<file path="src/rtl/tb_pkg.sv">
// tb_pkg: shared response payload and default memory sizes
// for the OBI memory model.
package tb_pkg;

  localparam int unsigned MAX_DATA_W = 64;
  localparam int unsigned IMEM_SIZE  = 32'h0001_0000;
  localparam int unsigned DMEM_SIZE  = 32'h0001_0000;

  typedef struct packed {
    logic [MAX_DATA_W-1:0] rdata;
    logic                  err;
  } mem_rsp_t;

endpackage

</file>
<file path="src/rtl/mem_rsp_pipe.sv">
// mem_rsp_pipe: fixed-latency valid/payload delay line.
// Empty slots carry a zero payload so the tail never shows stale data.
module mem_rsp_pipe
  import tb_pkg::*;
#(
  parameter int unsigned LAT = 1
) (
  input  logic     clk_i,
  input  logic     rst_i,
  input  logic     valid_i,
  input  mem_rsp_t rsp_i,
  output logic     valid_o,
  output mem_rsp_t rsp_o,
  output logic     tail_load_o
);

  logic [LAT-1:0] valid_q;
  logic [LAT-1:0] valid_d;
  mem_rsp_t       rsp_q [LAT];
  mem_rsp_t       rsp_d [LAT];

  always_comb begin
    valid_d[0] = valid_i;
    rsp_d[0]   = valid_i ? rsp_i : '0;
    for (int i = 1; i < LAT; i++) begin
      valid_d[i] = valid_q[i-1];
      rsp_d[i]   = rsp_q[i-1];
    end
  end

  always_ff @(posedge clk_i) begin
    if (rst_i) begin
      valid_q <= '0;
      for (int i = 0; i < LAT; i++) begin
        rsp_q[i] <= '0;
      end
    end else begin
      valid_q <= valid_d;
      rsp_q   <= rsp_d;
    end
  end

  assign valid_o     = valid_q[LAT-1];
  assign rsp_o       = rsp_q[LAT-1];
  // A response leaves the outstanding set when it enters the tail slot.
  assign tail_load_o = valid_d[LAT-1];

endmodule

</file>
<file path="config.mk">
export PLATFORM = sky130hd
export DESIGN_NAME = mem_rsp_pipe
export DESIGN_NICKNAME = d
export VERILOG_FILES = /design/src/rtl/tb_pkg.sv /design/src/rtl/mem_rsp_pipe.sv
export SDC_FILE = /design/constraint.sdc
export NUM_CORES = 1
export LEC_CHECK = 0
export CAP_MARGIN = 20
export CELL_PAD_IN_SITES_DETAIL_PLACEMENT = 2
export CELL_PAD_IN_SITES_GLOBAL_PLACEMENT = 2
export CORE_MARGIN = 2
export CORE_UTILIZATION = 22
export CTS_CLUSTER_DIAMETER = 120
export DETAILED_ROUTE_END_ITERATION = 8
export HOLD_SLACK_MARGIN = 0.03
export PLACE_DENSITY_LB_ADDON = 0.1
export SLEW_MARGIN = 10
export SYNTH_ARGS = -nofsm -noshare
export SYNTH_HDL_FRONTEND = slang
export SYNTH_SLANG_ARGS = --single-unit
</file>
<file path="constraint.sdc">
create_clock -name clk_i -period 1.8 [get_ports clk_i]
set_input_delay 0.45 -clock clk_i [delete_from_list [all_inputs] [get_ports clk_i]]
set_output_delay 0.45 -clock clk_i [all_outputs]
set_load 0.03 [all_outputs]
</file>
==> metrics <==
site row count=34; Post-route DRC=0; Max clock buf depth=2; WS Path Type=reg -> out; CTS tree=done; Leakage Power=0.002257 uW; H-tree levels=3; max-cap violations=0; Max stage delay on crit path=680 ps; CP Launch Type=flop; die area=9950 um2; fin nets=349; Pwr Total=3337 uW; cell taking the most area after synthesis=dfxtp_1; Setup TNS=0 ps; WHS=637.9 ps; CORE AREA=8806 um2; main area contributors after synthesis=dfxtp_1, and3b_1, buf_6; DP HPWL=4.180 mm; Placer Congestion=0.6478; CP Capture Type=output port; via count=1,572; Chip Height=99.75 um; Largest delay share family, worst path=buffers and inverters; wire length of the first global-routing pass=9.266 mm; Buf+Inv Stages, Crit Path=1; clock sinks=66; GRT overflow=0; post-CTS setup buffers=0; PortBufs=134; dpl ws=350.6 ps; I/O pin cnt=135; Hold Path Class=in -> reg; Worst VDD drop=0.3858 mV; critical path peak fanout=1; initial antenna violation count=0; Antenna Cells=0; Synth top area share=65.51%; RSZ-0062 raised after global routing=false; largest net degree at the start of global routing=43; number of hold buffers added after CTS=0; final period utilization=98.03%; Area Overhead vs Synth=82.26%; Starting DRT DRC Count=7; Final min period=1764 ps; sequential share of the synthesized area=65.51%; DR vias/cell=3.990; worst slew pin tran=346.7 ps; number of global-route vias before repair=1,754; Post-DRT Antenna Nets=0; worst endpoint required time=1350 ps; Syn Inst Count=147; WL/cell=15.19 um; Fin. Hold Viols=0; Slew Limit Fails=0; Die Wd=99.75 um; maximum clock frequency=0.5667 GHz; Unique masters post-synth=8; #FFs+latches synth=66; total wire length=5.985 mm; status=finished, final reports clean; Final Worst Setup Slack=35.55 ps; crit path cell chain=clkdlybuf4s50_1; Mapped Area=2017 um2; total CTS buffers=9; pwr dens=907.8 nW/um2; Initial Util=22.90%; router iterations before antenna repair=4; Synth Area per Inst=13.72 um2; layout cells sized above 1=9.091%; crit path DAT=1310 ps; CTS clk-pin slew, worst paths=70 ps; Slowest-stage cell, CP=clkdlybuf4s50_1; max_slew headroom=76.85%; syn_nets=215; GRT Util Overall=12.18%; setup violators final=0; Root Driver=clkbuf_8; Syn. warnings=0
[cells in the final DEF (no fill, tap or decap)]
cell,instances
clkbuf_8,9
buf_4,5
clkdlybuf4s50_1,79
clkinvlp_4,1
nor2b_1,1
and3b_2,6
bufinv_16,2
dlygate4sd2_1,17
dlymetal6s2s_1,35
dfxtp_1,66
clkbuf_1,3
buf_2,2
clkinv_4,1
and3b_1,59
[area by class of cell]
type	instances	area, um2
Fill cell	892	5130
Timing Repair Buffer	138	1425
Sequential cell	66	1321
Multi-Input combinational cell	66	583.1
Clock buffer	12	135.1
Tap cell	108	135.1
Clock inverter	4	76.32
[worst paths after layout]
path,startpoint,to,slack (ps),depth (start not counted)
setup / recovery,rsp_o[21]$_SDFF_PP0_,rsp_o[21],40,1
hold / removal,rst_i,valid_o$_SDFF_PP0_,640,3
[cells by family (layout without fill, tap and decap cells)]
kind of cell	Yosys count	in the layout	synth area share [%]
buffers and inverters	15	154	5.583
flip-flops	66	66	65.51
AND/OR/NAND/NOR	66	66	28.91
[sequential cells by signal, summed over array words and instances (netlist names)]
name / cells
rsp_o: 65
valid_o: 1
[through the flow]
stage,instance area (um2),util [%],cells
2_1_floorplan,2017,-,147
3_3_place_gp,3398,38.59,378
3_5_place_dp,3398,38.59,378
4_1_cts,3588,40.75,394
5_1_grt,3676,41.74,394
6_report,3676,41.74,394
[Yosys cell counts, drive strengths merged]
cell / n
dfxtp: 66
clkbuf: 2
nor2b: 1
buf: 13
and3b: 65
[timing repair]
item,in CTS,in global routing
hold endpoints to repair,0,0
resized for setup,17,35
gates cloned,0,0
setup endpoints to repair,17,35
[routing by layer]
metal	track usage [%]	routed length, um	up-vias
li1	-	-	768
met3	5.762	632	8
met2	17.88	2666	81
met4	6.006	93	0
met1	14.93	2592	715
met5	0	0	-
[where the power goes]
group | switching, uW | total, uW | internal, uW
clock network | 555 | 1340 | 785
logic | 214 | 466 | 253
registers | 12.7 | 1530 | 1520
Power figures use the tool's default switching activity.
